==> config.mk <==
export PLATFORM = sky130hd
export DESIGN_NAME = descriptor_merge_arbiter
export DESIGN_NICKNAME = d
export VERILOG_FILES = /design/src/rtl/desc_merge_pkg.sv /design/src/rtl/desc_sync_fifo.sv /design/src/rtl/descriptor_merge_arbiter.sv
export SDC_FILE = /design/constraint.sdc
export NUM_CORES = 1
export LEC_CHECK = 0
export ABC_AREA = 1
export ABC_CLOCK_PERIOD_IN_PS = 4600
export CAP_MARGIN = 20
export CORE_UTILIZATION = 50
export CTS_CLUSTER_DIAMETER = 60
export DETAILED_ROUTE_END_ITERATION = 10
export HOLD_SLACK_MARGIN = 0.1
export MAX_ROUTING_LAYER = met4
export PLACE_DENSITY_LB_ADDON = 0.15
export SYNTH_ARGS = -nofsm -noshare
export SYNTH_HDL_FRONTEND = slang
export SYNTH_HIERARCHICAL = 1
export SYNTH_SLANG_ARGS = --single-unit
==> constraint.sdc <==
create_clock -name i_clk -period 4.6 [get_ports i_clk]
set_input_delay 0.69 -clock i_clk [delete_from_list [all_inputs] [get_ports i_clk]]
set_output_delay 0.69 -clock i_clk [all_outputs]
set_load 0.01 [all_outputs]
==> src/rtl/desc_merge_pkg.sv <==
// ---------------------------------------------------------------------------
// desc_merge_pkg
//   Shared definitions for the descriptor merge arbiter:
//     - field offsets/widths of the 46-bit TSN descriptor
//     - field offsets/widths of the 22-bit standard-Ethernet lookup result
//     - STD_PKT_TYPE and std_to_desc(), which re-packs a standard result
//       into the TSN descriptor format
// ---------------------------------------------------------------------------
package desc_merge_pkg;

    localparam int DESC_W = 46;
    localparam int STD_W  = 22;

    typedef logic [DESC_W-1:0] desc_t;
    typedef logic [STD_W-1:0]  std_t;

    // TSN descriptor layout
    localparam int DESC_ADDR_LSB    = 41;   // [45:41]
    localparam int DESC_ADDR_W      = 5;
    localparam int DESC_RSV_BIT     = 40;
    localparam int DESC_INPORT_LSB  = 36;   // [39:36]
    localparam int DESC_TYPE_LSB    = 33;   // [35:33]
    localparam int DESC_FLOWID_LSB  = 19;   // [32:19]
    localparam int DESC_FLOWID_W    = 14;
    localparam int DESC_LOOKUP_BIT  = 18;
    localparam int DESC_OUTPORT_LSB = 9;    // [17:9]
    localparam int DESC_BUFID_LSB   = 0;    // [8:0]

    // Standard lookup result layout
    localparam int STD_INPORT_LSB   = 18;   // [21:18]
    localparam int STD_OUTPORT_LSB  = 9;    // [17:9]
    localparam int STD_BUFID_LSB    = 0;    // [8:0]

    // Field widths common to both formats
    localparam int INPORT_W  = 4;
    localparam int TYPE_W    = 3;
    localparam int OUTPORT_W = 9;
    localparam int BUFID_W   = 9;

    localparam logic [TYPE_W-1:0] STD_PKT_TYPE = 3'b111;

    // Standard results carry no address, flow id or lookup flag; those
    // fields are zero and the type field marks the descriptor as standard.
    function automatic desc_t std_to_desc(input std_t std_res);
        desc_t d;
        d = '0;
        d[DESC_INPORT_LSB  +: INPORT_W]  = std_res[STD_INPORT_LSB  +: INPORT_W];
        d[DESC_TYPE_LSB    +: TYPE_W]    = STD_PKT_TYPE;
        d[DESC_OUTPORT_LSB +: OUTPORT_W] = std_res[STD_OUTPORT_LSB +: OUTPORT_W];
        d[DESC_BUFID_LSB   +: BUFID_W]   = std_res[STD_BUFID_LSB   +: BUFID_W];
        return d;
    endfunction

endpackage

==> src/rtl/desc_sync_fifo.sv <==
// ---------------------------------------------------------------------------
// desc_sync_fifo
//   Small synchronous first-word-fall-through FIFO. ov_dout shows the head
//   entry whenever o_empty is low. A push into a full FIFO is accepted only
//   when a pop happens in the same cycle; otherwise it is ignored (the
//   parent counts it as a drop).
//
//   Ports
//     i_clk, i_rst_n  clock, asynchronous active-low reset
//     i_push          write request, iv_din written when accepted
//     i_pop           remove head entry (ignored when empty)
//     ov_dout         head entry, valid while !o_empty
//     o_empty/o_full  occupancy flags
// ---------------------------------------------------------------------------
module desc_sync_fifo #(
    parameter int WIDTH = 46,
    parameter int DEPTH = 4     // power of 2, >= 2
) (
    input  logic             i_clk,
    input  logic             i_rst_n,
    input  logic             i_push,
    input  logic             i_pop,
    input  logic [WIDTH-1:0] iv_din,
    output logic [WIDTH-1:0] ov_dout,
    output logic             o_empty,
    output logic             o_full
);

    localparam int PTR_W = $clog2(DEPTH);
    localparam int OCC_W = $clog2(DEPTH + 1);
    localparam logic [OCC_W-1:0] FULL_OCC = OCC_W'(DEPTH);

    logic [WIDTH-1:0] r_mem [DEPTH];
    logic [PTR_W-1:0] r_wr_ptr;
    logic [PTR_W-1:0] r_rd_ptr;
    logic [OCC_W-1:0] r_count;

    logic w_pop;
    logic w_push;

    assign o_empty = (r_count == '0);
    assign o_full  = (r_count == FULL_OCC);
    assign w_pop   = i_pop && !o_empty;
    // The slot freed by a same-cycle pop may be reused immediately.
    assign w_push  = i_push && (!o_full || w_pop);

    assign ov_dout = r_mem[r_rd_ptr];

    // Storage carries no reset: entries are only meaningful below r_count.
    always_ff @(posedge i_clk) begin
        if (w_push) begin
            r_mem[r_wr_ptr] <= iv_din;
        end
    end

    // Pointers wrap naturally because DEPTH is a power of 2.
    always_ff @(posedge i_clk or negedge i_rst_n) begin
        if (!i_rst_n) begin
            r_wr_ptr <= '0;
            r_rd_ptr <= '0;
            r_count  <= '0;
        end else begin
            if (w_push) begin
                r_wr_ptr <= r_wr_ptr + PTR_W'(1);
            end
            if (w_pop) begin
                r_rd_ptr <= r_rd_ptr + PTR_W'(1);
            end
            case ({w_push, w_pop})
                2'b10:   r_count <= r_count + OCC_W'(1);
                2'b01:   r_count <= r_count - OCC_W'(1);
                default: r_count <= r_count;
            endcase
        end
    end

endmodule

==> src/rtl/descriptor_merge_arbiter.sv <==
// ---------------------------------------------------------------------------
// descriptor_merge_arbiter
//   Merges the TSN descriptor stream and the standard-Ethernet lookup result
//   stream into one TSN-format descriptor stream. Each source is buffered in
//   its own FIFO; a round-robin arbiter feeds a single registered output
//   with a valid/ready handshake. Writes arriving at a full FIFO are dropped
//   and counted in saturating counters.
//
//   Ports
//     i_clk, i_rst_n          clock, asynchronous active-low reset
//     iv_tsn_descriptor       46-bit TSN descriptor, i_tsn_descriptor_wr strobe
//     iv_std_result           22-bit standard result, i_std_result_wr strobe
//     ov_descriptor           merged descriptor (TSN format)
//     o_descriptor_wr         output valid
//     i_descriptor_ready      downstream ready
//     ov_tsn_drop_cnt         TSN writes dropped on a full FIFO
//     ov_std_drop_cnt         std writes dropped on a full FIFO
// ---------------------------------------------------------------------------
module descriptor_merge_arbiter
    import desc_merge_pkg::*;
#(
    parameter int FIFO_DEPTH = 4,
    parameter int CNT_W      = 16
) (
    input  logic              i_clk,
    input  logic              i_rst_n,
    input  logic [DESC_W-1:0] iv_tsn_descriptor,
    input  logic              i_tsn_descriptor_wr,
    input  logic [STD_W-1:0]  iv_std_result,
    input  logic              i_std_result_wr,
    output logic [DESC_W-1:0] ov_descriptor,
    output logic              o_descriptor_wr,
    input  logic              i_descriptor_ready,
    output logic [CNT_W-1:0]  ov_tsn_drop_cnt,
    output logic [CNT_W-1:0]  ov_std_drop_cnt
);

    logic [DESC_W-1:0] w_tsn_dout;
    logic              w_tsn_empty;
    logic              w_tsn_full;
    logic [STD_W-1:0]  w_std_dout;
    logic              w_std_empty;
    logic              w_std_full;
    logic [DESC_W-1:0] w_std_desc;

    logic w_load;
    logic w_grant_tsn;
    logic w_grant_std;
    logic w_tsn_drop;
    logic w_std_drop;

    logic [DESC_W-1:0] r_descriptor;
    logic              r_descriptor_wr;
    logic              r_last_std;      // 1: std was served most recently
    logic [CNT_W-1:0]  r_tsn_drop_cnt;
    logic [CNT_W-1:0]  r_std_drop_cnt;

    desc_sync_fifo #(
        .WIDTH (DESC_W),
        .DEPTH (FIFO_DEPTH)
    ) u_tsn_fifo (
        .i_clk   (i_clk),
        .i_rst_n (i_rst_n),
        .i_push  (i_tsn_descriptor_wr),
        .i_pop   (w_grant_tsn),
        .iv_din  (iv_tsn_descriptor),
        .ov_dout (w_tsn_dout),
        .o_empty (w_tsn_empty),
        .o_full  (w_tsn_full)
    );

    desc_sync_fifo #(
        .WIDTH (STD_W),
        .DEPTH (FIFO_DEPTH)
    ) u_std_fifo (
        .i_clk   (i_clk),
        .i_rst_n (i_rst_n),
        .i_push  (i_std_result_wr),
        .i_pop   (w_grant_std),
        .iv_din  (iv_std_result),
        .ov_dout (w_std_dout),
        .o_empty (w_std_empty),
        .o_full  (w_std_full)
    );

    // Re-pack at the FIFO output so only 22 bits per std entry are stored.
    assign w_std_desc = std_to_desc(w_std_dout);

    // The output register may refill whenever it is empty or being consumed.
    assign w_load = !r_descriptor_wr || i_descriptor_ready;

    // r_last_std tracks the source of every grant, so with both FIFOs
    // non-empty the source not served last wins. Reset value 1 gives TSN
    // the first turn.
    assign w_grant_tsn = w_load && !w_tsn_empty && (w_std_empty || r_last_std);
    assign w_grant_std = w_load && !w_std_empty && (w_tsn_empty || !r_last_std);

    // Same condition the FIFO uses to refuse a push.
    assign w_tsn_drop = i_tsn_descriptor_wr && w_tsn_full && !w_grant_tsn;
    assign w_std_drop = i_std_result_wr     && w_std_full && !w_grant_std;

    always_ff @(posedge i_clk or negedge i_rst_n) begin
        if (!i_rst_n) begin
            r_descriptor    <= '0;
            r_descriptor_wr <= 1'b0;
            r_last_std      <= 1'b1;
        end else if (w_grant_tsn) begin
            r_descriptor    <= w_tsn_dout;
            r_descriptor_wr <= 1'b1;
            r_last_std      <= 1'b0;
        end else if (w_grant_std) begin
            r_descriptor    <= w_std_desc;
            r_descriptor_wr <= 1'b1;
            r_last_std      <= 1'b1;
        end else if (w_load) begin
            // Nothing to send: drop valid, keep the last descriptor value.
            r_descriptor_wr <= 1'b0;
        end
    end

    always_ff @(posedge i_clk or negedge i_rst_n) begin
        if (!i_rst_n) begin
            r_tsn_drop_cnt <= '0;
            r_std_drop_cnt <= '0;
        end else begin
            if (w_tsn_drop && (r_tsn_drop_cnt != '1)) begin
                r_tsn_drop_cnt <= r_tsn_drop_cnt + CNT_W'(1);
            end
            if (w_std_drop && (r_std_drop_cnt != '1)) begin
                r_std_drop_cnt <= r_std_drop_cnt + CNT_W'(1);
            end
        end
    end

    assign ov_descriptor   = r_descriptor;
    assign o_descriptor_wr = r_descriptor_wr;
    assign ov_tsn_drop_cnt = r_tsn_drop_cnt;
    assign ov_std_drop_cnt = r_std_drop_cnt;

endmodule

==> results.toml, run 1 <==
[floorplanning]
die-area_um2 = 30670
rows = 63
initial_utilization_pct = 50.70
num_io_pins = 152
core_um2 = 29560
die_w_um = 175.1
chipHeight_um = 175.1

[final_layout]
layout-drive-gt1-share_pct = 8.092
area_growth_pct = 21.07
final_util_pct = 61.38
fillers = 2367
diodes = 0
nets = 1537

[detailed_routing]
final_antenna_net_count = 0
avgRoutedWirePerCell_um = 17.41
drc = 0
vias = 10050
vias_per_cell = 5.366
wl_um = 32610
drt_first_pass_iters = 5
drtIter0Drc = 742

[setup_path]
path_cells = "clkdlybuf4s50_1 -> inv_1 -> nand2_1 -> nand3_2 -> inv_2 -> buf_4 -> nand3b_1 -> fa_1 -> nand2_1 -> nand2_1 -> nand2_1 -> nand2_1"
crit_arrival_ns = 3.46
slowest_delay_ns = 0.47
critPathLaunch = "i_descriptor_ready"
critPathCaptureType = "flip-flop"
reg2reg_from = "u_std_fifo/r_count[0]"
crit_top_cell = "nand2_1"
cp_slowest_cell = "nand3_2"
cp-start-kind = "input pin"
worstSetupPathType = "input pin to flip-flop"
crit_required_ns = 5.01
worstPathMaxFanout = 47

[place]
portBuffers = 151
place_congestion = 0.8526
hpwlAfterDp_um = 19740

[global_route]
grt_pass1_wl_um = 51750
grt-ovfl-total = 0
grtUsageTotal_pct = 22.22
grt_antenna_before_repair = 0
grt_pass1_vias = 9677
grt_max_degree = 94

[pwr]
power_per_cell_area_nw_per_um2 = 663.8
internal-power_mw = 7.780
p_sw_share_pct = 35.40
seq_power_share_pct = 40.5
peakVddDrop_uv = 324.6
p_switching_mw = 4.263
pwr-share-comb_pct = 33.1
p_leak_nw = 6.755
clkPwrFrac_pct = 26.4

[timing]
rsz0062_at_grt = "false"
fin_setup_tns_ns = 0
fin_crit_ns = 3.056
final_hold_viol_count = 0
worst_pin_slew_ns = 1.043
skew_ns = 0.01846
finalSetupViolations = 0
finalCritPeriodShare_pct = 66.43
hold-worst-slack_ns = 0.3121
slew_headroom_pct = 30.45
fmax_mhz = 327.2
slew_viol_final = 0

[cts]
cts.htree.levels = 2
cts_hold_buf = 0
cts_sinks = 366
post_cts_buffers = 0
cts_tree = "done"
root_buffer = "clkbuf_16"
clk_pin_slew_ns = 0.06
clkLatencyLatePin_ns = 0.53
cts_buffers = 41
clockBufferDepth = 3
cts_resized = 0

[synth]
syn_nets = 1385
synth_edf_count = 272
synth_area_um2 = 14990
seq_area_frac_synth_pct = 70.21
yosys_warnings = 6
async_reset_ff_share_pct = 25.68
avgSynthCellArea_um2 = 11.53
synth_ff_type = "edfxtp_1"
synth_seq_cells = 366
synth_cells = 1300
synth_cell_types = 32

[run]
maxCapViolCount = 0

[min_path]
hp-class = "input pin to async pin"

[run_status]
status = "complete, no violations"
-- metrics by stage --
stage          worst slack [ns]  instance area, µm²  instances  power (mW)
6_report                  1.544               18140       1873       12.04
5_1_grt                   1.289               18140       1873       12.78
4_1_cts                   1.567               18140       1873       12.14
3_5_place_dp              1.018               16830       1799       8.960
3_3_place_gp              1.112               16830       1799       8.849
2_1_floorplan            0.7557               14990       1300       7.484
-- cell usage in the layout (no fill, tap or decap), types with 8 or more instances in the layout --
master,count
buf_4,13
nand3_1,26
edfxtp_1,272
nor2_1,197
clkbuf_1,12
nand4_1,11
o22ai_1,71
dfrtp_1,92
o21ai_1,63
nor2_2,8
xor2_1,9
nand2_1,248
clkdlybuf4s50_1,150
inv_2,10
inv_1,57
o21ai_0,126
ha_1,10
clkbuf_16,43
-- cell usage after synthesis, drive strengths merged, types with 2 or more instances --
| master | number | share of area [%] |
|---|---|---|
| a21oi | 4 | 0.13 |
| xnor2 | 6 | 0.35 |
| nand2 | 255 | 6.5 |
| fa | 2 | 0.27 |
| nor2 | 211 | 5.5 |
| buf | 42 | 1.9 |
| nand3b | 3 | 0.18 |
| edfxtp | 272 | 55 |
| ha | 10 | 0.83 |
| clkbuf | 15 | 0.38 |
| o22ai | 71 | 3.0 |
| o21ai | 197 | 6.9 |
| dfrtp | 93 | 16 |
| xor2 | 9 | 0.53 |
| nand3 | 29 | 1.1 |
| nand4 | 11 | 0.46 |
| inv | 68 | 1.7 |
-- final timing paths --
kind | cells past startpoint | endpoint | slack (ns)
hold / removal | 1 | ov_descriptor[32] | 0.31
max in group asynchronous | 2 | r_last_std | 3.30
min in group i_clk | 2 | ov_descriptor[32] | 0.47
setup reg to reg | 14 | u_tsn_fifo/r_count[2] | 1.56
setup / recovery | 12 | u_tsn_fifo/r_count[2] | 1.54
hold reg to reg | 2 | ov_descriptor[32] | 0.47
-- layer usage --
layer / share of wire (%) / GRT usage, %
met1: 43 / 29.36
met2: 49 / 35.78
met3: 5.7 / 3.416
met4: 2.1 / 6.449
met5: 0 / -
-- cells by family after synthesis --
kind of cell    share of synthesized area [%]
fa+ha+maj                               1.102
xor+xnor                               0.8767
simple gates                            13.80
buf+inv                                 4.033
compound gates                          9.977
flops                                   70.21
-- final cells by class --
class / instances / area (µm²) / share of cell area, %
Sequential cell: 366 / 10520 / 58.00
Tap cell: 390 / 488.0 / 2.689
Clock buffer: 57 / 1149 / 6.331
Inverter: 68 / 257.7 / 1.421
Clock inverter: 17 / 167.7 / 0.9241
Timing Repair Buffer: 166 / 1659 / 9.144
Multi-Input combinational cell: 809 / 3900 / 21.50
-- state kept, by name (all words and copies together), names as in the netlist --
| signal | flops |
|---|---|
| u_tsn_fifo/r_rd_ptr | 2 |
| u_std_fifo/r_mem | 88 |
| u_tsn_fifo/r_count | 3 |
| u_tsn_fifo/r_wr_ptr | 2 |
| ov_descriptor | 46 |
| ov_std_drop_cnt | 16 |
| o_descriptor_wr | 1 |
| u_std_fifo/r_count | 3 |
| u_tsn_fifo/r_mem | 184 |
| u_std_fifo/r_rd_ptr | 2 |
| u_std_fifo/r_wr_ptr | 2 |
| ov_tsn_drop_cnt | 16 |
| r_last_std | 1 |
-- worst max-delay path, delay by kind of cell --
family                   cells  cell delay, ns
buffers and inverters        4            1.21
AND/OR/NAND/NOR              7            1.10
adder cells (fa/ha/maj)      1            0.43
-- power groups by stage --
stage / clock [mW] / sequential [mW] / combinational (mW)
2_1_floorplan: 0 / 4.91 / 2.58
3_3_place_gp: 0 / 4.93 / 3.92
3_5_place_dp: 0 / 4.93 / 4.03
4_1_cts: 3.23 / 4.88 / 4.04
5_1_grt: 3.37 / 4.96 / 4.45
6_report: 3.17 / 4.88 / 3.99
Note: power is estimated with default switching activity, not from simulation.
==> run 2, diff against run 1 <==
ABC_CLOCK_PERIOD_IN_PS = 2500   (was 4600)
clock period = 2.5 ns   (was 4.6 ns; I/O delays follow)
==> results.toml, run 2 (synthesis results as in run 1) <==
[run_status]
status = "complete, no violations"

[final_layout]
largest_reg_flops = 184
final_common_cell = "edfxtp_1"
area_growth_pct = 22.34
regMostFlops = "u_tsn_fifo/r_mem"
nets = 1556
layout-drive-gt1-share_pct = 9.055
layout_common_cells = "edfxtp_1, nand2_1, nor2_1"
final_util_pct = 62.02

[timing]
final_hold_viol_count = 0
fin_ws_ns = 0.4049
slew_headroom_pct = 58.23
rsz0062_at_grt = "false"
slew_viol_final = 0
finalCritPeriodShare_pct = 83.80
worst_pin_slew_ns = 0.6259
finalSetupViolations = 0
fmax_mhz = 477.3
hold-worst-slack_ns = 0.3600
skew_ns = 0.01115
fin_crit_ns = 2.095

[global_route]
grt_pass1_vias = 9933
grt_max_degree = 48
grtUsageTotal_pct = 22.99
grt_pass1_wl_um = 53170
grt_antenna_before_repair = 1
grt-ovfl-total = 0

[cts]
cts_buffers = 39
root_buffer = "clkbuf_16"
clkLatencyLatePin_ns = 0.53
cts.htree.levels = 2
cts_tree = "done"
cts_sinks = 366
clockBufferDepth = 3
clk_pin_slew_ns = 0.06

[place]
portBuffers = 151
place_congestion = 0.8249
place_ws_ns = 0.2068
hpwlAfterDp_um = 20840

[detailed_routing]
avgRoutedWirePerCell_um = 17.58
wl_um = 33280
vias = 10108
vias_per_cell = 5.340
drc = 0
drtIter0Drc = 735
drt_first_pass_iters = 4
final_antenna_net_count = 0

[min_path]
hp-class = "input pin to async pin"

[floorplanning]
core_um2 = 29560
num_io_pins = 152
die_w_um = 175.1
rows = 63
chipHeight_um = 175.1
die-area_um2 = 30670
initial_utilization_pct = 50.70

[pwr]
p_switching_mw = 7.896
clkPwrFrac_pct = 25.4
seq_power_share_pct = 39.7
power_per_cell_area_nw_per_um2 = 1217
peakVddDrop_uv = 747.5
pwr-share-comb_pct = 34.9
p_leak_nw = 6.849
p_sw_share_pct = 35.38
internal-power_mw = 14.42

[setup_path]
worstSetupPathType = "flip-flop to flip-flop"
crit_arrival_ns = 2.51
critPathCaptureType = "flip-flop"
worstPathMaxFanout = 5
ff2ff_path_depth = 13
cp-start-kind = "flip-flop"
reg2reg_slack_ns = 0.40
crit_required_ns = 2.92

[run]
maxCapViolCount = 0
run 2: path summary, 6_finish.rpt:
path                                         end                   from
min                            ov_descriptor[30]                i_rst_n
min reg2reg                    ov_descriptor[27]      ov_descriptor[27]
max                        u_tsn_fifo/r_count[2]  u_std_fifo/r_count[0]
min in group i_clk             ov_descriptor[27]      ov_descriptor[27]
max in group asynchronous     ov_std_drop_cnt[7]                i_rst_n
max reg2reg                u_tsn_fifo/r_count[2]  u_std_fifo/r_count[0]
run 2: critical path, cell delays in order (launching register included):
cell and delay [ns]:
dfrtp_1 0.42, nor2_4 0.14, nand2_2 0.09, inv_1 0.06, inv_1 0.04, nand2_1 0.07
nand3_2 0.13, inv_2 0.14, nand3b_1 0.17, fa_1 0.43, inv_1 0.08, nand2_1 0.07
nand3_1 0.07, nand2_1 0.05
run 2: stage by stage:
stage | TNS [ns] | instance area (µm²) | total power [mW] | instances
after floorplan | -1.425 | 15020 | 13.78 | 1300
after global placement | 0 | 17070 | 16.59 | 1819
after detailed placement | 0 | 17070 | 16.78 | 1819
after CTS | 0 | 18330 | 22.52 | 1892
after global routing | 0 | 18330 | 23.72 | 1893
final | 0 | 18330 | 22.32 | 1893
run 2: power by group through the flow:
| stage | Combinational [mW] | Sequential [mW] | Clock (mW) |
|---|---|---|---|
| after floorplan | 4.79 | 8.99 | 0 |
| after global placement | 7.64 | 8.95 | 0 |
| after detailed placement | 7.82 | 8.96 | 0 |
| after CTS | 7.86 | 8.87 | 5.79 |
| after global routing | 8.68 | 8.99 | 6.05 |
| final | 7.79 | 8.86 | 5.67 |
run 2: repair_timing:
item	4_1_cts	5_1_grt
hold endpoints to repair	30	0
buffers inserted	0	0
resized for setup	0	0
hold buffers	1	0
run 2: metal layers:
layer | wire, µm | GRT usage [%] | part of all wire [%]
met4 | 897 | 7.355 | 2.7
met1 | 14950 | 30.82 | 45
met3 | 1608 | 3.329 | 4.8
met5 | 0 | - | 0
met2 | 15820 | 36.36 | 48
run 2: layout make-up:
type                    count  area [µm²]
diodes                      1       2.502
clock buffers              54        1054
clock inverters            18       201.4
fillers                  2377       11230
inverters                  68       257.7
multi-input cells         809        3900
flip-flops and latches    366       10520
well taps                 390       488.0
repair buffers            187        1907
==> run 3, diff against run 2 <==
ABC_CLOCK_PERIOD_IN_PS = 2050   (was 2500)
clock period = 2.05 ns   (was 2.5 ns; I/O delays follow)
==> results.toml, run 3 (synthesis results as in run 1) <==
[timing]
skew_ns = 0.02008
slew_headroom_pct = 63.68
slew_viol_final = 0
finalCritPeriodShare_pct = 96.36
fin_crit_ns = 1.975
fmax_mhz = 506.2
worst_pin_slew_ns = 0.5448
final_hold_viol_count = 0
finalSetupViolations = 0

[cts]
clk_pin_slew_ns = 0.06
clockBufferDepth = 3
cts.htree.levels = 2
cts_buffers = 40
cts_sinks = 366
root_buffer = "clkbuf_16"
clkLatencyLatePin_ns = 0.53
cts_tree = "done"

[place]
place_congestion = 0.8282
placedCellCount = 1838
portBuffers = 151
dpl-instance-area_um2 = 17340
hpwlAfterDp_um = 21390

[global_route]
grt-ovfl-total = 0
grt_use_met3_pct = 2.807
grt_pass1_vias = 10055
use_met1_pct = 30.71
grt_max_degree = 67
grtUsageTotal_pct = 22.92
grt_pass1_wl_um = 53070
busiest_layer = "met2"
grt_util_met2_pct = 37.00
grt_antenna_before_repair = 0

[final_layout]
diodes = 0
regMostFlops = "u_tsn_fifo/r_mem"
layout_common_cells = "edfxtp_1, nand2_1, nor2_1"
nets = 1581
fin_cells = 1918
multi_input_comb_area_um2 = 3940
final_common_cell = "edfxtp_1"
register_area_um2 = 10520
layout-drive-gt1-share_pct = 11.52
fillers = 2350
largest_reg_flops = 184
area_growth_pct = 24.84
finalInstanceArea_um2 = 18710

[detailed_routing]
avgRoutedWirePerCell_um = 17.39
vias = 10202
vias_per_cell = 5.319
final_antenna_net_count = 0
drtIter0Drc = 754
drc = 0
wl_um = 33350
drt_first_pass_iters = 5

[run_status]
status = "complete, no violations"

[floorplanning]
chipHeight_um = 175.1
core_um2 = 29560
initial_utilization_pct = 50.70
die-area_um2 = 30670
rows = 63
num_io_pins = 152
die_w_um = 175.1

[setup_path]
crit_arrival_ns = 2.22
reg2reg_slack_ns = 0.07
critPathCaptureType = "flip-flop"
path_cells = "nor2_2 -> nand2_2 -> inv_1 -> inv_2 -> nand2_1 -> nand3_2 -> inv_2 -> buf_4 -> o21ai_4 -> nor2_4 -> clkbuf_16"
worstPathMaxFanout = 5
slowest_delay_ns = 0.40
cp_slowest_cell = "dfrtp_1"
cp-start-kind = "flip-flop"
crit_top_cell = "inv_2"
crit_required_ns = 2.29
worstSetupPathType = "flip-flop to flip-flop"

[pwr]
p_leak_nw = 7.026
power_per_cell_area_nw_per_um2 = 1490
fin_total_pwr_mw = 27.87
peakVddDrop_uv = 908.1

[min_path]
hp-class = "input pin to async pin"

[run]
maxCapViolCount = 0
-- run 3: changes by cell type in the layout (fill, tap and decap cells not counted), moves of 3 or more --
cell        previous run  this run
buf_4                 26        40
inv_1                 57        54
nor2_4                 6        10
clkinvlp_4             0         3
clkbuf_8               0         5
buf_12                10        18
nor2_2                 8         5
clkbuf_1              14         9
-- run 3: path summary, 6_finish.rpt --
kind | startpoint | endpoint | cells past startpoint
min in group i_clk | iv_tsn_descriptor[35] | u_tsn_fifo/r_mem[1][35] | 1
min reg2reg | ov_descriptor[30] | ov_descriptor[30] | 2
max in group asynchronous | i_rst_n | ov_descriptor[31] | 3
max | u_tsn_fifo/r_count[1] | u_std_fifo/r_mem[3][7] | 11
max reg2reg | u_tsn_fifo/r_count[1] | u_std_fifo/r_mem[3][7] | 11
min | i_rst_n | ov_descriptor[44] | 2
-- run 3: area by class of cell --
type	instances	share of cell area, %
clock inverter	19	0.8494
timing repair buffer	211	11.80
multi-input combinational	809	21.06
sequential	366	56.25
inverter	68	1.391
clock buffer	55	6.033
tap	390	2.608
-- run 3: worst max-delay path, delay by kind of cell, from the launching register on --
family                 cells  cell delay (ns)
AOI/OAI and AO/OA          1             0.11
buffers and inverters      5             0.52
DFF                        1             0.40
and+or+nand+nor            5             0.67
-- run 3: per-layer routing --
| metal | part of all wire [%] | routed length, µm |
|---|---|---|
| met5 | 0 | 0 |
| met2 | 49 | 16460 |
| met1 | 44 | 14760 |
| met3 | 4.6 | 1539 |
| met4 | 1.7 | 583 |
-- run 3: through the flow --
stage / setup slack, ns / hold slack, ns / setup TNS (ns) / util, %
after floorplan: -0.3098 / 0.01191 / -53.87 / -
after global routing: -0.001233 / 0.3364 / -0.002391 / 63.29
final: 0.07467 / 0.2903 / 0 / 63.29
after CTS: 0.07807 / 0.3010 / 0 / 63.06
after detailed placement: -0.04313 / 0.3082 / -3.004 / 58.67
after global placement: -0.04353 / 0.3141 / -3.127 / 58.67
-- run 3: power breakdown --
part | switching (mW) | internal [mW] | total, mW
Sequential | 0.906 | 9.96 | 10.9
Clock | 2.79 | 4.12 | 6.91
Combinational | 6.14 | 3.96 | 10.1
Total | 9.84 | 18.0 | 27.9
-- run 3: what timing repair did --
action,4_1_cts,5_1_grt
endpoints found under the hold margin,30,0
resized for setup,0,4
setup buffers,0,3
hold buffers,1,0
endpoints found under the setup margin,0,92
